[config.mk]
export PLATFORM = sky130hd
export DESIGN_NAME = inst_fetch_queue
export DESIGN_NICKNAME = d
export VERILOG_FILES = /design/src/rtl/inst_fetch_queue_pkg.sv /design/src/rtl/inst_fetch_queue_mem.sv /design/src/rtl/inst_fetch_queue.sv
export SDC_FILE = /design/constraint.sdc
export NUM_CORES = 1
export LEC_CHECK = 0
export BUFFER_PORTS_ARGS = -buffer_cell sky130_fd_sc_hd__buf_2
export CAP_MARGIN = 20
export CORE_MARGIN = 5
export CORE_UTILIZATION = 60
export CTS_BUF_LIST = sky130_fd_sc_hd__clkbuf_4
export DETAILED_ROUTE_END_ITERATION = 16
export PLACE_DENSITY = 0.82
export SYNTH_ARGS = -nofsm -noshare
export SYNTH_HDL_FRONTEND = slang
export SYNTH_HIERARCHICAL = 1
export SYNTH_SLANG_ARGS = --single-unit
[constraint.sdc]
create_clock -name clk -period 11.1 [get_ports clk]
set_input_delay 1.11 -clock clk [delete_from_list [all_inputs] [get_ports clk]]
set_output_delay 1.11 -clock clk [all_outputs]
set_load 0.01 [all_outputs]
[src/rtl/inst_fetch_queue_pkg.sv]
// Shared constants for the instruction fetch queue.
// Holds the address/instruction width macros and the default queue depth.
`ifndef INST_FETCH_QUEUE_DEFINES
`define INST_FETCH_QUEUE_DEFINES
`define Inst_Addr_Width 32
`define Inst_Width 32
`define Inst_Fetch_Depth 4
`endif

package inst_fetch_queue_pkg;

   localparam int unsigned DefAddrW = `Inst_Addr_Width;
   localparam int unsigned DefInstW = `Inst_Width;
   localparam int unsigned DefDepth = `Inst_Fetch_Depth;

   // Queue pointers carry one extra MSB so full and empty are distinguishable.
   function automatic int unsigned ptr_width(input int unsigned depth);
      return $clog2(depth) + 1;
   endfunction

endpackage

[src/rtl/inst_fetch_queue_mem.sv]
// Fetch queue storage: DEPTH entries of {pc, inst}.
// The pc half is written on allocate, the inst half on memory fill; reads are asynchronous.
module inst_fetch_queue_mem
   import inst_fetch_queue_pkg::*;
#(
   parameter int unsigned ADDR_W = DefAddrW,
   parameter int unsigned INST_W = DefInstW,
   parameter int unsigned DEPTH  = DefDepth
) (
   input  logic                     clk,
   input  logic                     rst,
   input  logic                     alloc_we,
   input  logic [$clog2(DEPTH)-1:0] alloc_idx,
   input  logic [ADDR_W-1:0]        alloc_pc,
   input  logic                     fill_we,
   input  logic [$clog2(DEPTH)-1:0] fill_idx,
   input  logic [INST_W-1:0]        fill_inst,
   input  logic [$clog2(DEPTH)-1:0] rd_idx,
   output logic [ADDR_W-1:0]        rd_pc,
   output logic [INST_W-1:0]        rd_inst
);

   logic [ADDR_W-1:0] pc_q   [DEPTH];
   logic [INST_W-1:0] inst_q [DEPTH];

   // PC half: captured when the entry is allocated.
   always_ff @(posedge clk or posedge rst) begin
      if (rst) begin
         for (int unsigned i = 0; i < DEPTH; i++) pc_q[i] <= '0;
      end else if (alloc_we) begin
         pc_q[alloc_idx] <= alloc_pc;
      end
   end

   // Instruction half: captured when the matching read returns.
   always_ff @(posedge clk or posedge rst) begin
      if (rst) begin
         for (int unsigned i = 0; i < DEPTH; i++) inst_q[i] <= '0;
      end else if (fill_we) begin
         inst_q[fill_idx] <= fill_inst;
      end
   end

   assign rd_pc   = pc_q[rd_idx];
   assign rd_inst = inst_q[rd_idx];

endmodule

[src/rtl/inst_fetch_queue.sv]
// In-order instruction fetch queue between the PC generator and decode.
// Optional macro FETCH_BYPASS_EN: a response for an unfilled head entry is
// forwarded to decode in the same cycle it arrives.
module inst_fetch_queue
   import inst_fetch_queue_pkg::*;
#(
   parameter int unsigned ADDR_W = DefAddrW,
   parameter int unsigned INST_W = DefInstW,
   parameter int unsigned DEPTH  = DefDepth
) (
   input  logic              clk,
   input  logic              rst,
   input  logic [ADDR_W-1:0] pc,
   input  logic              pc_ce,
   output logic              stall,
   output logic              mem_ce,
   output logic [ADDR_W-1:0] mem_addr,
   input  logic              mem_rvalid,
   input  logic [INST_W-1:0] mem_rdata,
   input  logic              flush,
   output logic              dec_valid,
   input  logic              dec_ready,
   output logic [INST_W-1:0] dec_inst,
   output logic [ADDR_W-1:0] dec_pc
);

   localparam int unsigned PtrW  = ptr_width(DEPTH);
   localparam int unsigned IdxW  = PtrW - 1;
   // Headroom for discards accumulated across back-to-back flushes.
   localparam int unsigned DropW = PtrW + 2;

   logic [PtrW-1:0]   wr_ptr_q, wr_ptr_d;
   logic [PtrW-1:0]   fill_ptr_q, fill_ptr_d;
   logic [PtrW-1:0]   rd_ptr_q, rd_ptr_d;
   logic [DEPTH-1:0]  filled_q, filled_d;
   logic [DropW-1:0]  drop_cnt_q, drop_cnt_d;
   logic              mem_ce_q, mem_ce_d;
   logic [ADDR_W-1:0] mem_addr_q, mem_addr_d;

   logic [PtrW-1:0]   count, credits, in_flight;
   logic [IdxW-1:0]   wr_idx, fill_idx, rd_idx;
   logic              alloc, fill_rsp, bypass, pop;
   logic [INST_W-1:0] head_inst;

   assign count     = wr_ptr_q - rd_ptr_q;
   assign credits   = PtrW'(DEPTH) - count;
   assign in_flight = wr_ptr_q - fill_ptr_q;
   assign wr_idx    = wr_ptr_q[IdxW-1:0];
   assign fill_idx  = fill_ptr_q[IdxW-1:0];
   assign rd_idx    = rd_ptr_q[IdxW-1:0];

   // One slot of slack covers the request issued in the cycle stall rises.
   assign stall    = (credits <= PtrW'(1)) && !flush;
   assign alloc    = pc_ce && (credits != '0) && !flush;
   assign fill_rsp = mem_rvalid && (drop_cnt_q == '0) && !flush;

`ifdef FETCH_BYPASS_EN
   assign bypass = fill_rsp && (fill_ptr_q == rd_ptr_q) && (count != '0);
`else
   assign bypass = 1'b0;
`endif

   assign dec_valid = !flush && (count != '0) && (filled_q[rd_idx] || bypass);
   assign dec_inst  = bypass ? mem_rdata : head_inst;
   assign pop       = dec_valid && dec_ready;
   assign mem_ce    = mem_ce_q;
   assign mem_addr  = mem_addr_q;

   inst_fetch_queue_mem #(
      .ADDR_W(ADDR_W),
      .INST_W(INST_W),
      .DEPTH (DEPTH)
   ) u_mem (
      .clk      (clk),
      .rst      (rst),
      .alloc_we (alloc),
      .alloc_idx(wr_idx),
      .alloc_pc (pc),
      .fill_we  (fill_rsp),
      .fill_idx (fill_idx),
      .fill_inst(mem_rdata),
      .rd_idx   (rd_idx),
      .rd_pc    (dec_pc),
      .rd_inst  (head_inst)
   );

   // Next-state for pointers, filled flags, discard counter and read request.
   always_comb begin
      wr_ptr_d   = wr_ptr_q;
      fill_ptr_d = fill_ptr_q;
      rd_ptr_d   = rd_ptr_q;
      filled_d   = filled_q;
      drop_cnt_d = drop_cnt_q;
      mem_ce_d   = alloc;
      mem_addr_d = alloc ? pc : mem_addr_q;
      if (flush) begin
         // Every read not yet returned must be swallowed; a response arriving
         // now is consumed whether it was due to fill or to be dropped.
         wr_ptr_d   = '0;
         fill_ptr_d = '0;
         rd_ptr_d   = '0;
         filled_d   = '0;
         drop_cnt_d = drop_cnt_q + DropW'(in_flight) - DropW'(mem_rvalid);
      end else begin
         if (mem_rvalid && (drop_cnt_q != '0)) drop_cnt_d = drop_cnt_q - DropW'(1);
         if (pop) begin
            rd_ptr_d         = rd_ptr_q + PtrW'(1);
            filled_d[rd_idx] = 1'b0;
         end
         if (fill_rsp) begin
            fill_ptr_d = fill_ptr_q + PtrW'(1);
            if (!(bypass && dec_ready)) filled_d[fill_idx] = 1'b1;
         end
         if (alloc) begin
            wr_ptr_d         = wr_ptr_q + PtrW'(1);
            filled_d[wr_idx] = 1'b0;
         end
      end
   end

   // State registers.
   always_ff @(posedge clk or posedge rst) begin
      if (rst) begin
         wr_ptr_q   <= '0;
         fill_ptr_q <= '0;
         rd_ptr_q   <= '0;
         filled_q   <= '0;
         drop_cnt_q <= '0;
         mem_ce_q   <= 1'b0;
         mem_addr_q <= '0;
      end else begin
         wr_ptr_q   <= wr_ptr_d;
         fill_ptr_q <= fill_ptr_d;
         rd_ptr_q   <= rd_ptr_d;
         filled_q   <= filled_d;
         drop_cnt_q <= drop_cnt_d;
         mem_ce_q   <= mem_ce_d;
         mem_addr_q <= mem_addr_d;
      end
   end

   // A request with no credit left means the PC generator ignored stall.
   a_no_overrun: assert property (@(posedge clk) disable iff (rst)
      !(pc_ce && !flush && (credits == '0)));

endmodule

==> Yosys cells after proc, flatten, opt, wreduce, memory -nomap -nowiden <==
Cells that the tools add are included.
{ "totals": {"rom_bits": 0, "mem_count": 0, "ram_bits": 0, "latch_bits": 0, "reg_bits": 307, "output_inout_bits": 99, "in_bits": 70} }
{ "op_classes": {"muxes": 34, "n_bitwise": 8, "div_mod_pow": 0, "n_addsub": 9, "magnitude_cmp": 12, "n_shift": 0, "mul": 0, "n_reduce_logical": 23, "eq_ne": 0} }
{ "ops": {"columns": ["op", "n"], "rows": [
  ["$bwmux W128", 2],
  ["$mux W32", 6],
  ["$bmux W32 S2", 2],
  ["$demux W32 S2", 2],
  ["$mux W4", 6],
  ["$mux W3", 6],
  ["$logic_and A1 B1 Y1", 14],
  ["$mux W5", 2],
  ["$add A3 B1 Y3 const B", 3],
  ["$ge A3 B3 Y1 const B", 3],
  ["$lt A2 B3 Y1 const B", 3],
  ["$not A2 Y3", 3],
  ["$and A4 B4 Y4", 2],
  ["$not A4 Y4", 2],
  ["$reduce_bool A2 Y1", 4],
  ["$demux W1 S2", 3],
  ["$ge A2 B1 Y1 const B", 3],
  ["$lt A3 B1 Y1 const B", 2],
  ["$reduce_bool A3 Y1", 2],
  ["$sub A3 B3 Y3", 2],
  ["$add A5 B3 Y5", 1],
  ["$logic_not A5 Y1", 1],
  ["$reduce_bool A5 Y1", 1],
  ["$sub A5 B1 Y5", 1],
  ["7 further kinds", 10]
]} }

==> Depth between registers and ports, before layout <==
{ "depth": {"word_depth": 14, "ltp_mapped": 14} }

==> By module <==
The synthesis kept the hierarchy.
{ "modules_own_cells": {"columns": ["mod", "seq_area_each_um2", "n_inst", "cells_per_inst", "area_each_um2"], "rows": [
  ["inst_fetch_queue_mem", 6406.1, 1, 623, 11018.1],
  ["inst_fetch_queue", 1276.2, 1, 232, 2766.4]
]} }

==> Least setup slack after synthesis <==
No wires, ideal clock.
{ "synth_timing": {"path_kind": "reg2reg", "startpoint": "register wr_ptr_q[0]", "endpoint": "register u_mem/pc_q[100] (netlist bit)", "n_path_buf": 4, "arrival_ns": 3.206, "path_slack_ns": 7.769, "period_less_slack_ns": 3.331, "setup_ns": 0.125, "stages_incl_launch_ff": 14, "required_time_ns": 10.975, "path_cell_list": "dfrtp_1 -> inv_1 -> ha_1 -> fa_1 -> ha_1 -> ha_1 -> nor2b_1 -> buf_2 -> and2_1 -> buf_2 -> buf_6 -> nor3b_2 -> buf_4 -> mux2_2"} }
{ "synth_via": {"elab_cells_between_ends": 12, "classes_between": "add/sub: 2; order compare: 2; mux: 3; bitwise: 1; reduce/logical: 4"} }
{ "synth_lines": {"columns": ["element", "line", "text"], "rows": [
  ["start: declaration", "inst_fetch_queue.sv:32", "logic [PtrW-1:0] wr_ptr_q, wr_ptr_d;"],
  ["start signal: assignment", "inst_fetch_queue.sv:132", "wr_ptr_q <= wr_ptr_d;"],
  ["$sub A3 B3 Y3", "inst_fetch_queue.sv:45", "assign count = wr_ptr_q - rd_ptr_q;"],
  ["$sub A3 B3 Y3", "inst_fetch_queue.sv:46", "assign credits = PtrW'(DEPTH) - count;"],
  ["$reduce_bool A3 Y1", "inst_fetch_queue.sv:54", "assign alloc = pc_ce && (credits != '0) && !flush;"],
  ["$logic_and A1 B1 Y1 (2 in series)", "inst_fetch_queue.sv:54", null],
  ["net alloc", "inst_fetch_queue.sv:42", "logic alloc, fill_rsp, bypass, pop;"],
  ["end signal: indexed assignment", "inst_fetch_queue_mem.sv:31", "pc_q[alloc_idx] <= alloc_pc;"],
  ["end: declaration", "inst_fetch_queue_mem.sv:23", "logic [ADDR_W-1:0] pc_q [DEPTH];"]
]} }
The timed path passes the listed nets, and every way through them passes these cells.
A chain may end at the register's enable or synchronous reset.

==> Worst setup path after layout <==
{ "layout_timing": {"startpoint": "register rd_ptr_q[0]", "endpoint": "register u_mem/pc_q[8] (netlist bit)"} }
{ "layout_via": {"elab_chain_len": 5} }
{ "layout_rtl": {"columns": ["element", "line", "text"], "rows": [
  ["start: declaration", "inst_fetch_queue.sv:34", "logic [PtrW-1:0] rd_ptr_q, rd_ptr_d;"],
  ["start signal: assignment", "inst_fetch_queue.sv:134", "rd_ptr_q <= rd_ptr_d;"],
  ["$sub A3 B3 Y3", "inst_fetch_queue.sv:45", null],
  ["$sub A3 B3 Y3", "inst_fetch_queue.sv:46", null],
  ["$reduce_bool A3 Y1", "inst_fetch_queue.sv:54", null],
  ["$logic_and A1 B1 Y1 (2 in series)", "inst_fetch_queue.sv:54", null]
]} }
No other way between the ends.

==> run summary <==
post-CTS setup buffer count: 0
CTS hold repair buffers: 0
total number of vias: 8093
worst hold path type: flip-flop to flip-flop
Non-Filler Instances: 1409
Post-synth EDFFs: 0
DIE HEIGHT: 162 um
CTS H-Tree Depth: 3
Main synth FF type: dfrtp_1
required time worst endpoint: 11610 ps
CTS buffer count: 80
via density per instance: 5.74
Critical Path AT: 5600 ps
final RePlAce weighted congestion: 0.792
Synth area leader: dfrtp_1
fraction of layout cells with a size suffix above 1: 0.572
routed len/inst: 19.8 um
LEAKAGE: 7.66 nW
first-pass GRT wire length: 45.7 mm
Slew HR: 0.328
clk_skew: 51.7 ps
clk root buf: clkbuf_4
io pins: 169
Max-Cap Viols: 0
Total Wirelength: 27.9 mm
Worst-Margin Slew: 1010 ps
post-route minimum period: 5090 ps
Total Nets Final: 1170
DP HPWL: 17.5 mm
share of the synthesized area in the top cell type: 0.557
initial drt markers: 338
most frequent cells in the layout: dfrtp_1, mux2_2, buf_2, clkbuf_4, mux4_2
Final TNS setup: 0 ps
largest cells by area after synthesis: dfrtp_1, mux2_2, mux4_2
worst hold margin: 478 ps
number of global-route vias before repair: 8824
Total Routing Usage GR: 0.218
Fin. Hold Viols: 0
kind of critical path: flip-flop to flip-flop
cell total after placement: 1273
Synth-to-Final Area Change: 15.2%
PnR worst setup slack: 6010 ps
Max VDD drop: 116 uV
Synth Instances: 855
status: complete, no violations
antenna violations before repair: 3
Setup WS pre-CTS: 5930 ps
first-pass iteration count of the detailed router: 4
CTS tree: built
Post-Syn Area per Cell: 16.1 um^2
power density over the cells: 194 nW/um^2
Die Width: 162 um
register area share after synthesis: 0.557
CTS Buffer Depth: 3
startpoint class of the critical path: flip-flop
pin count of the biggest net entering global routing: 99
post-layout util: 0.701
final worst-path cycle share: 0.458
synthesized cell area: 13800 um^2
std cell rows: 55
post-cts resize count: 0
synthesized flop and latch total: 307
Max FO, Critical Path: 37
DRC viols: 0
Max Freq: 197 MHz
RSZ-0062 raised after global routing: false
total die area: 26100 um^2
Buffers on Ports: 168
type of element capturing the critical path: flip-flop
remaining global-route overflow: 0
Initial Util: 0.609
Final Slew Violations: 0
Setup violations, final: 0
number of distinct library cells after synthesis: 41
clock slew at reported path FFs: 60 ps
Synth async-reset ratio: 1.00
commonest non-fill, non-tap cell in the layout: dfrtp_1
Yosys warning count: 6
Placeable Area: 22600 um^2
post-detailed-route count of antenna-violating nets: 0
Skew-Pair Late Insertion Delay: 680 ps
CTS Sinks: 307
syn nets: 954
## worst paths after layout
| check | startpoint | to | slack (ps) | cells after the start |
|---|---|---|---|---|
| worst min register to register | mem_addr[23]$_DFFE_PP0N_ | mem_addr[23]$_DFFE_PP0N_ | 480 | 1 |
| max in group asynchronous | rst | u_mem/inst_q[27]$_DFFE_PP0P_ | 9070 | 3 |
| worst max-delay path | rd_ptr_q[0]$_DFFE_PP0P_ | u_mem/pc_q[8]$_DFFE_PP0P_ | 6010 | 8 |
| worst min-delay path | mem_addr[23]$_DFFE_PP0N_ | mem_addr[23]$_DFFE_PP0N_ | 480 | 1 |
| min in group asynchronous | rst | u_mem/pc_q[68]$_DFFE_PP0P_ | 560 | 2 |
| worst max register to register | rd_ptr_q[0]$_DFFE_PP0P_ | u_mem/pc_q[8]$_DFFE_PP0P_ | 6010 | 8 |
## power by group
part           internal, mW  total, mW  switching (mW)
registers              1.33       1.45           0.118
logic                 0.365      0.646           0.281
clock network         0.538      0.979           0.441
total                  2.24       3.08           0.840
## metrics by stage
step / total power, mW / cell area (um^2)
after floorplan: 1.90 / 13800
after global placement: 2.08 / 14800
after detailed placement: 2.12 / 14800
after CTS: 3.11 / 15900
after global routing: 3.26 / 15900
final: 3.08 / 15900
## synth_stat cells (2+ instances only)
cell type  instances
a211oi_1           2
a21o_1             2
a21oi_1           10
a221oi_2           3
buf_2             29
buf_4             12
buf_6              3
dfrtp_1          307
fa_1               3
ha_1              26
inv_1             28
inv_2              2
mux2_1            37
mux2_2           253
mux4_2            65
nand2_1           13
nand3_1            5
nand3b_1           4
nor2_1            10
nor2b_1            2
nor3_1             2
nor3b_2            2
o21ai_1            6
xnor2_1            8
xor2_1             5
## critical path, cell delays in order (launching register included)
cell and delay, ps:
dfrtp_4 860, ha_1 280, fa_1 450, ha_1 230, ha_1 200, nor2b_1 500
and2_2 890, nand3_2 930, mux2_2 580
## final cells by class
class                      count  area, um^2
antenna                        1        2.50
clock buffer                 120         901
clock inverter                14         124
fill                        1528        6760
inverter                      30         120
multi-input combinational    472        5740
sequential                   307        7690
tap                          285         357
timing repair buffer         180         951
## flip-flops by register name (all words and copies together), names as in the netlist
register	cells
drop_cnt_q	5
fill_ptr_q	3
filled_q	4
mem_addr	32
mem_ce	1
rd_ptr_q	3
u_mem/inst_q	128
u_mem/pc_q	128
wr_ptr_q	3
## layer usage
layer,track usage,wire (um),vias to the layer above,part of all wire
met5,0,21,-,0.00075
met4,0.0775,546,4,0.020
met3,0.0536,1320,46,0.047
met2,0.365,14300,182,0.51
met1,0.282,11700,4240,0.42
li1,-,-,3621,-
## logic make-up (layout without fill, tap and decap cells)
group | count (synthesis) | in the layout | share of synthesized area
compound gates | 29 | 29 | 0.0155
flops | 307 | 307 | 0.557
fa+ha+maj | 29 | 29 | 0.0280
xor+xnor | 13 | 13 | 0.00826
other cells | 0 | 1 | 0
mux | 357 | 357 | 0.345
buf+inv | 76 | 344 | 0.0282
simple gates | 44 | 44 | 0.0178
Note: power is estimated with default switching activity, not from simulation.
